File: config.mk
export PLATFORM = sky130hd
export DESIGN_NAME = lc3_pipe_controller
export DESIGN_NICKNAME = d
export VERILOG_FILES = /design/src/rtl/lc3_ctrl_pkg.sv /design/src/rtl/lc3_mem_fsm.sv /design/src/rtl/lc3_pipe_controller.sv
export SDC_FILE = /design/constraint.sdc
export NUM_CORES = 1
export LEC_CHECK = 0
export BUFFER_PORTS_ARGS = -buffer_cell sky130_fd_sc_hd__buf_2
export CAP_MARGIN = 40
export CORE_UTILIZATION = 39
export CTS_CLUSTER_SIZE = 24
export DETAILED_ROUTE_END_ITERATION = 12
export GPL_ROUTABILITY_DRIVEN = 0
export GPL_TIMING_DRIVEN = 1
export PLACE_DENSITY = 0.89
export SYNTH_ARGS = -nofsm -noshare
export SYNTH_HDL_FRONTEND = slang
export SYNTH_HIERARCHICAL = 1
export SYNTH_SLANG_ARGS = --single-unit
File: constraint.sdc
create_clock -name clock -period 2.2 [get_ports clock]
set_input_delay 0.22 -clock clock [delete_from_list [all_inputs] [get_ports clock]]
set_output_delay 0.22 -clock clock [all_outputs]
set_load 0.01 [all_outputs]
File: src/rtl/lc3_ctrl_pkg.sv
// Shared LC3 control types: opcode and memory-state encodings plus opcode class helpers.
package lc3_ctrl_pkg;

  typedef enum logic [3:0] {
    OP_BR  = 4'b0000, OP_ADD = 4'b0001, OP_LD  = 4'b0010, OP_ST  = 4'b0011,
    OP_JSR = 4'b0100, OP_AND = 4'b0101, OP_LDR = 4'b0110, OP_STR = 4'b0111,
    OP_RTI = 4'b1000, OP_NOT = 4'b1001, OP_LDI = 4'b1010, OP_STI = 4'b1011,
    OP_JMP = 4'b1100, OP_RES = 4'b1101, OP_LEA = 4'b1110, OP_TRAP = 4'b1111
  } opcode_t;

  typedef enum logic [1:0] {
    MEM_READ  = 2'b00,
    MEM_IND   = 2'b01,
    MEM_WRITE = 2'b10,
    MEM_IDLE  = 2'b11
  } mem_state_t;

  function automatic logic is_alu(input logic [3:0] op);
    return op inside {OP_ADD, OP_AND, OP_NOT};
  endfunction

  function automatic logic is_load(input logic [3:0] op);
    return op inside {OP_LD, OP_LDR, OP_LDI};
  endfunction

  function automatic logic is_store(input logic [3:0] op);
    return op inside {OP_ST, OP_STR, OP_STI};
  endfunction

  function automatic logic is_ctrl(input logic [3:0] op);
    return op inside {OP_BR, OP_JMP};
  endfunction

  // Instructions whose IR[8:6] names a source register.
  function automatic logic reads_sr1(input logic [3:0] op);
    return op inside {OP_ADD, OP_AND, OP_NOT, OP_LDR, OP_STR, OP_JMP};
  endfunction

endpackage

File: src/rtl/lc3_mem_fsm.sv
// Data-memory access sequencer: walks read / indirect / write phases and flags the
// cycle the pipeline resumes, remembering whether that access was a load.
module lc3_mem_fsm
  import lc3_ctrl_pkg::*;
(
  input  logic       clock,
  input  logic       reset,
  input  logic       exec_en,
  input  logic [3:0] op,
  input  logic       complete_data,
  output mem_state_t mem_state,
  output logic       stall,
  output logic       exit_cyc,
  output logic       exit_load
);

  mem_state_t state, state_nxt;
  logic       ind_ld, ind_ld_nxt;
  logic       exit_nxt, exit_load_nxt;

  always_ff @(posedge clock) begin
    if (reset) begin
      state     <= MEM_IDLE;
      ind_ld    <= 1'b0;
      exit_cyc  <= 1'b0;
      exit_load <= 1'b0;
    end else begin
      state     <= state_nxt;
      ind_ld    <= ind_ld_nxt;
      exit_cyc  <= exit_nxt;
      exit_load <= exit_load_nxt;
    end
  end

  // The resume cycle still shows the finished ld/st in execute, so it must not restart.
  always_comb begin
    state_nxt     = state;
    ind_ld_nxt    = ind_ld;
    exit_nxt      = 1'b0;
    exit_load_nxt = exit_load;
    case (state)
      MEM_IDLE: if (exec_en && !exit_cyc) begin
        if (op == OP_LD || op == OP_LDR) state_nxt = MEM_READ;
        else if (op == OP_ST || op == OP_STR) state_nxt = MEM_WRITE;
        else if (op == OP_LDI || op == OP_STI) begin
          state_nxt  = MEM_IND;
          ind_ld_nxt = (op == OP_LDI);
        end
      end
      MEM_IND: if (complete_data) state_nxt = ind_ld ? MEM_READ : MEM_WRITE;
      MEM_READ, MEM_WRITE: if (complete_data) begin
        state_nxt     = MEM_IDLE;
        exit_nxt      = 1'b1;
        exit_load_nxt = (state == MEM_READ);
      end
      default: state_nxt = MEM_IDLE;
    endcase
  end

  assign mem_state = state;
  assign stall     = (state != MEM_IDLE);

endmodule

File: src/rtl/lc3_pipe_controller.sv
// LC3 pipeline sequencer: fill shifter, memory stalls, branch resolution/squash and
// operand bypass selects around the execute stage.
module lc3_pipe_controller
  import lc3_ctrl_pkg::*;
#(
  parameter int DW        = 16,
  parameter int BR_SQUASH = 2
) (
  input  logic          clock,
  input  logic          reset,
  input  logic          complete_data,
  input  logic          complete_instr,
  input  logic [DW-1:0] IR,
  input  logic [DW-1:0] IR_Exec,
  input  logic [DW-1:0] IMem_dout,
  input  logic [2:0]    NZP,
  input  logic [2:0]    psr,
  output logic          enable_fetch,
  output logic          enable_decode,
  output logic          enable_execute,
  output logic          enable_writeback,
  output logic          enable_updatePC,
  output logic          br_taken,
  output logic [1:0]    mem_state,
  output logic          bypass_alu_1,
  output logic          bypass_alu_2,
  output logic          bypass_mem_1,
  output logic          bypass_mem_2
);

  localparam int SQW = $clog2(BR_SQUASH + 2);

  mem_state_t     ms;
  logic [2:0]     vld_pipe;
  logic [SQW-1:0] sq_cnt;
  logic           br_pend, stall, exit_cyc, exit_load;
  logic           run, sq_de, resolve, sr1_hit, sr2_hit;
  logic [3:0]     op_ex, op_id, op_if;
  logic [2:0]     prev;
  logic           unused_bits;

  assign op_ex = IR_Exec[DW-1:DW-4];
  assign op_id = IR[DW-1:DW-4];
  assign op_if = IMem_dout[DW-1:DW-4];
  assign prev  = IR_Exec[11:9];
  assign unused_bits = ^{IR[4:3], IR_Exec[8:0], IMem_dout[DW-5:0]};

  lc3_mem_fsm u_mem_fsm (
    .clock         (clock),
    .reset         (reset),
    .exec_en       (enable_execute),
    .op            (op_ex),
    .complete_data (complete_data),
    .mem_state     (ms),
    .stall         (stall),
    .exit_cyc      (exit_cyc),
    .exit_load     (exit_load)
  );

  // sq_cnt covers the writeback window; decode/execute reopen one cycle earlier.
  assign run   = !reset && !stall;
  assign sq_de = sq_cnt > SQW'(1);

  assign enable_execute   = run && vld_pipe[1] && !sq_de;
  assign resolve          = enable_execute && is_ctrl(op_ex);
  assign enable_decode    = run && vld_pipe[0] && !sq_de && complete_instr;
  assign enable_fetch     = run && (resolve || (!br_pend && complete_instr));
  assign enable_updatePC  = enable_fetch;
  assign enable_writeback = run && (exit_cyc ? exit_load : (vld_pipe[2] && sq_cnt == '0));
  assign br_taken         = resolve && (op_ex == OP_JMP || |(NZP & psr));
  assign mem_state        = ms;

  always_ff @(posedge clock) begin
    if (reset) begin
      vld_pipe <= '0;
      sq_cnt   <= '0;
      br_pend  <= 1'b0;
    end else begin
      vld_pipe <= {vld_pipe[1:0], 1'b1};
      if (!stall) begin
        if (resolve)              sq_cnt <= SQW'(BR_SQUASH + 1);
        else if (sq_cnt != '0)    sq_cnt <= sq_cnt - 1'b1;
      end
      if (resolve)                              br_pend <= 1'b0;
      else if (enable_fetch && is_ctrl(op_if))  br_pend <= 1'b1;
    end
  end

  assign sr1_hit = reads_sr1(op_id) && IR[8:6] == prev;
  assign sr2_hit = ((op_id == OP_ADD || op_id == OP_AND) && !IR[5] && IR[2:0] == prev)
                || (is_store(op_id) && IR[11:9] == prev);

  assign bypass_alu_1 = run && is_alu(op_ex)  && sr1_hit;
  assign bypass_alu_2 = run && is_alu(op_ex)  && sr2_hit;
  assign bypass_mem_1 = run && is_load(op_ex) && sr1_hit;
  assign bypass_mem_2 = run && is_load(op_ex) && sr2_hit;

endmodule

## After elaboration in Yosys (flattened, before gate mapping)

Index checks and enable logic that the tools add are counted.

- Muxes and demuxes: 13
- Equal/unequal tests: 30
- Add/subtract/negate cells: 1
- Bitwise operators: 5
- Order comparisons: 1
- Reductions and logical operators: 57

Operators with widths:

| kind | count |
|---|---|
| $eq A4 B4 Y1 const B | 8 |
| $eq A4 B3 Y1 const B | 6 |
| $logic_and A1 B1 Y1 | 24 |
| $mux W2 | 9 |
| $eq A4 B2 Y1 const B | 3 |
| $eq A3 B3 Y1 | 3 |
| $reduce_bool A3 Y1 | 3 |
| $eq A4 B1 Y1 const B | 2 |
| $logic_not A4 Y1 | 2 |
| $reduce_bool A2 Y1 | 4 |
| $logic_or A1 B1 Y1 | 7 |
| $logic_not A1 Y1 | 6 |
| $ne A2 B2 Y1 const B | 3 |
| $pmux W2 S3 | 1 |
| $reduce_bool A6 Y1 | 1 |
| $reduce_or A2 Y1 | 3 |
| $reduce_and A5 Y1 | 1 |
| $eq A2 B2 Y1 const B | 2 |
| $logic_not A2 Y1 | 2 |
| $ne A4 B1 Y1 const B | 1 |
| $not A1 Y1 | 4 |
| $reduce_and A2 Y1 | 2 |
| $reduce_and A4 Y1 | 1 |
| $and A3 B3 Y3 | 1 |
| 6 further kinds | 8 |

- Flip-flop bits (word level): 11
- Output and inout bits: 12
- Bits of input ports: 58
- Word-level logic and storage cells: 115

## Longest topological paths before layout

- Depth in word-level cells: 9
- Depth in mapped cells: 7
- Mapped depth without buffers: 7

## Cells and area by module

The synthesis kept the hierarchy.

Modules (own cells, without submodules):

| module | instances | seq. area each (µm²) | area each (µm²) | cells an instance |
|---|---|---|---|---|
| lc3_pipe_controller | 1 | 120.1 | 524.3 | 69 |
| lc3_mem_fsm | 1 | 100.1 | 252.7 | 28 |

## Least setup slack after synthesis

Ideal clock, no wire load.

- Path kind: register -> register
- Start: register u_mem_fsm.state[0], in the netlist u_mem_fsm/mem_state[0]
- End: register u_mem_fsm.state[1], in the netlist u_mem_fsm/mem_state[1]
- Setup time: 122 ps
- Data required time: 2078 ps
- Slack: 428 ps
- Cell stages (with the launch flop): 8
- Arrival: 1650 ps
- Path buffers: 0
- Period minus slack after synthesis: 1772 ps
- Path through: dfxtp_1 nand2_1 nor2_2 nand2_1 nor2_1 and3b_2 nand3_1 a221o_1

- Longest elaborated chain between the ends: 8
- Elaborated cells on any way between the ends: 17
- Those cells by class: eq/ne (8); mux (1); reduce/logical (8)

Ends and longest elaborated chain:

| item | RTL line | RTL |
|---|---|---|
| start: declaration | lc3_mem_fsm.sv:17 | `mem_state_t state, state_nxt;` |
| start signal: assignment | lc3_mem_fsm.sv:28 | `state <= state_nxt;` |
| $ne A2 B2 Y1 | lc3_mem_fsm.sv:61 | `assign stall = (state != MEM_IDLE);` |
| named net stall | lc3_pipe_controller.sv:36 | `logic br_pend, stall, exit_cyc, exit_load;` |
| $logic_not A1 Y1 | n/a |  |
| $logic_and A1 B1 Y1 | lc3_pipe_controller.sv:61 | `assign run = !reset && !stall;` |
| $logic_and A1 B1 Y1 (2 in series) | lc3_pipe_controller.sv:64 | `assign enable_execute = run && vld_pipe[1] && !sq_de;` |
| named net enable_execute | lc3_pipe_controller.sv:20 | `output logic enable_execute,` |
| $logic_and A1 B1 Y1 | lc3_mem_fsm.sv:42 | `MEM_IDLE: if (exec_en && !exit_cyc) begin` |
| $ne A2 B1 Y1 (no source line) | n/a |  |
| $reduce_and A4 Y1 (no source line) | n/a |  |

The timed path passes the listed nets, and every way through them passes these cells.
A chain may end at the register's enable or synchronous reset.

## Worst setup path after layout

- Start: register u_mem_fsm.state[0], in the netlist u_mem_fsm/mem_state[0]
- End: output port enable_fetch

- Longest elaborated chain between the ends: 8

Ends and longest elaborated chain:

| item | RTL line | RTL |
|---|---|---|
| $ne A2 B2 Y1 * | lc3_mem_fsm.sv:61 |  |
| named net stall | lc3_pipe_controller.sv:36 |  |
| $logic_not A1 Y1 * | n/a |  |
| $logic_and A1 B1 Y1 * | lc3_pipe_controller.sv:61 |  |
| $logic_and A1 B1 Y1 (2 in series) | lc3_pipe_controller.sv:64 |  |
| $logic_and A1 B1 Y1 | lc3_pipe_controller.sv:65 | `assign resolve = enable_execute && is_ctrl(op_ex);` |
| $logic_or A1 B1 Y1 | lc3_pipe_controller.sv:67 | `assign enable_fetch = run && (resolve \|\| (!br_pend && complete_instr));` |
| $logic_and A1 B1 Y1 * | lc3_pipe_controller.sv:67 |  |
| end: declaration | lc3_pipe_controller.sv:18 | `output logic enable_fetch,` |

Mark *: on every way through the listed nets, which the timed path passes. The rest lies on a longest branch.

==> impl_metrics.ini <==
[synthesis]
synth-xor-area-share_pct = 12.40
syn-num-nets = 157
synth-seq-area-share_pct = 28.34
syn-mean-instance-area_um2 = 8.010
ys_ff_latch = 11
synth_compound_area_share_pct = 18.68
syn_inst = 97
synth_top_family_by_area = simple AND/OR/NAND/NOR gates
syn_area_um2 = 777.0
yosysWarnings = 6
synth-simple-area-share_pct = 33.98
synth.distinct_cells = 37
synth_adder_area_share_pct = 3.221
synth.area.mux_share_pct = 0

[worst_setup_path]
crit_type = reg -> out
max_stage_delay_ns = 0.39
path_cells = nand2_1 -> nor2_2 -> nand4b_1 -> a21o_1 -> a21boi_1 -> buf_2
arrival_ns = 1.79
cp-start-kind = flop
cp_slowest_cell = dfxtp_2
critPathMaxFanout = 8
crit_path_end_kind = output pin
required_ns = 1.98

[route]
via_per_inst = 5.187
ant_nets = 0
drt-initial-drc-count = 24
drt-total-wl_mm = 2.010
drc = 0
wl_per_cell_um = 11.75
firstDrtPassIters = 4
routed-via-count = 887

[sta]
hold_viol = 0
fin_crit_sh_pct = 91.52
fmax_mhz = 496.6
tightest_slew_ns = 0.3045
finalMaxSlewViolations = 0
relSlewSlack_pct = 79.70
setup_tns_ns = 0
skew_ns = 0.003124
setup-violations-final = 0
grt_setup_unrepaired = false
timing.final.crit_period_ns = 2.014

[final_layout]
drive_gt1_share_pct = 37.67
multi_input_area_um2 = 530.5
fill_cells = 173
nets = 207
regArea_um2 = 222.7
area_growth_pct = 36.39
antenna_cells = 0
layout_common_cells = 46 x buf_2, 13 x nor2_1, 9 x dfxtp_1, 7 x nand2_1, 6 x xnor2_1
final_common_cell = buf_2

[flow_run]
drv_cap = 0

[die]
die_height_um = 46.64
coreArea_mm2 = 0.001802
fp.dieArea_mm2 = 0.002175
die_x_um = 46.64
row_count = 15
io_pins = 70
start_util_pct = 43.12

[global_routing]
met1_usage_pct = 21.78
top_usage_layer = met2
grt_max_degree = 13
use_met2_pct = 36.94
grt_util_met3_pct = 2.745
grt_pass1_vias = 780
gr-total-overflow = 0
grt_pass1_wl_mm = 3.070
antenna_found_initial = 0
grtUsageTotal_pct = 20.05

[pwr]
design_power_total_uw = 629.5
ir_worst_vdd_uv = 377.0
p_per_area_mw_per_mm2 = 594.0
leakage_uw = 0.0005084

[clock_tree]
cts_max_path_buffers = 2
cts_buffers = 3
h-tree-depth = 1
root_buffer = clkbuf_4
ctsHoldBuffers = 0
cts.sinks = 11
clk_pin_slew_ns = 0.07
clkLatencyLatePin_ns = 0.28
cts_tree = built
cts_setup_buffers = 0

[place]
hpwl_mm = 1.644
io_buffers = 46

[run_status]
outcome = finished clean

[min_path]
min_path_type = in -> reg
==> cells in the mapped netlist <==
library cell	n	share of area (%)
nor2_1	13	6.3
dfxtp_1	11	28
nand2_1	7	3.4
xnor2_1	6	6.8
a21oi_1	5	3.2
inv_1	5	2.4
o21ai_0	5	3.2
xor2_1	5	5.6
nor2b_1	4	3.2
nand4b_1	3	3.4
ha_1	2	3.2
nand2b_1	2	1.6
nand3b_1	2	1.9
nand4_1	2	1.6
nor3_1	2	1.3
nor3b_1	2	1.9
a21boi_1	1	0.97
a21o_1	1	0.97
a221o_1	1	1.3
a222oi_1	1	1.3
a311oi_1	1	1.1
and2_1	1	0.81
and3b_2	1	1.3
and4b_1	1	1.3
buf_4	1	0.97
nand2b_4	1	1.8
nand3_1	1	0.64
nor2_2	1	0.81
nor4_1	1	0.81
nor4b_1	1	1.1
o2111ai_1	1	1.1
o211a_1	1	1.3
o21a_1	1	0.97
o221ai_1	1	1.1
o31a_1	1	1.1
o31ai_1	1	0.97
or2_2	1	0.81
==> worst max-delay path, delay by kind of cell (launching register included) <==
kind,cells,cell delay (ns)
compound gates,2,0.42
flops,1,0.39
buf+inv,1,0.17
simple gates,3,0.53
==> where the power goes <==
part / total [µW] / internal (µW) / switching [µW]
sequential: 246 / 225 / 21.3
clock: 142 / 70.4 / 71.3
combinational: 242 / 115 / 126
==> routing by layer <==
layer,vias up,wire (µm),part of all wire [%]
li1,444,-,-
met3,5,207,10
met2,55,918,46
met4,0,43,2.1
met1,383,840,42
met5,-,0,0
==> flip-flops by register name, summed over array words and instances, names as in the netlist <==
signal / count
br_pend: 1
vld_pipe: 3
sq_cnt: 2
u_mem_fsm/exit_load: 1
u_mem_fsm/mem_state: 2
u_mem_fsm/exit_cyc: 1
u_mem_fsm/ind_ld: 1
==> cell families (layout without fill, tap and decap cells) <==
logic type                 Yosys count  count (layout)
adders and majority gates            2               2
buffers and inverters                6              55
xor gates and xnor gates            11              11
AOI/OAI and AO/OA                   21              21
and+or+nand+nor                     46              46
DFF                                 11              11
==> area by class of cell <==
cell class	instances	share of cell area, %
multi-input cells	80	50.06
repair buffers	46	21.72
flip-flops and latches	11	21.02
well taps	25	2.952
clock buffers	4	2.479
inverters	5	1.771
==> worst paths after layout <==
check	from	end	slack (ns)	depth (start not counted)
setup reg to reg	u_mem_fsm/mem_state[0]	u_mem_fsm/mem_state[1]	0.47	7
hold reg to reg	vld_pipe[0]	vld_pipe[1]	0.46	1
hold / removal	IR_Exec[12]	u_mem_fsm/ind_ld	0.19	2
setup / recovery	u_mem_fsm/mem_state[0]	enable_fetch	0.19	6
==> what timing repair did <==
action,4_1_cts,5_1_grt
endpoints found under the setup margin,0,2
hold endpoints to repair,0,0
resized for setup,0,2
==> per-stage QoR <==
stage,utilization [%],std cells,setup slack (ns),area (µm²),hold slack (ns)
final,58.82,171,0.1865,1060,0.1944
after global routing,58.82,171,0.01402,1060,0.1906
after CTS,58.68,171,0.1018,1057,0.1891
after detailed placement,57.22,167,0.4182,1031,0.4536
after global placement,57.22,167,0.4435,1031,0.4555
after floorplan,-,97,0.4283,777.0,0.2891
Power figures use the tool's default switching activity.
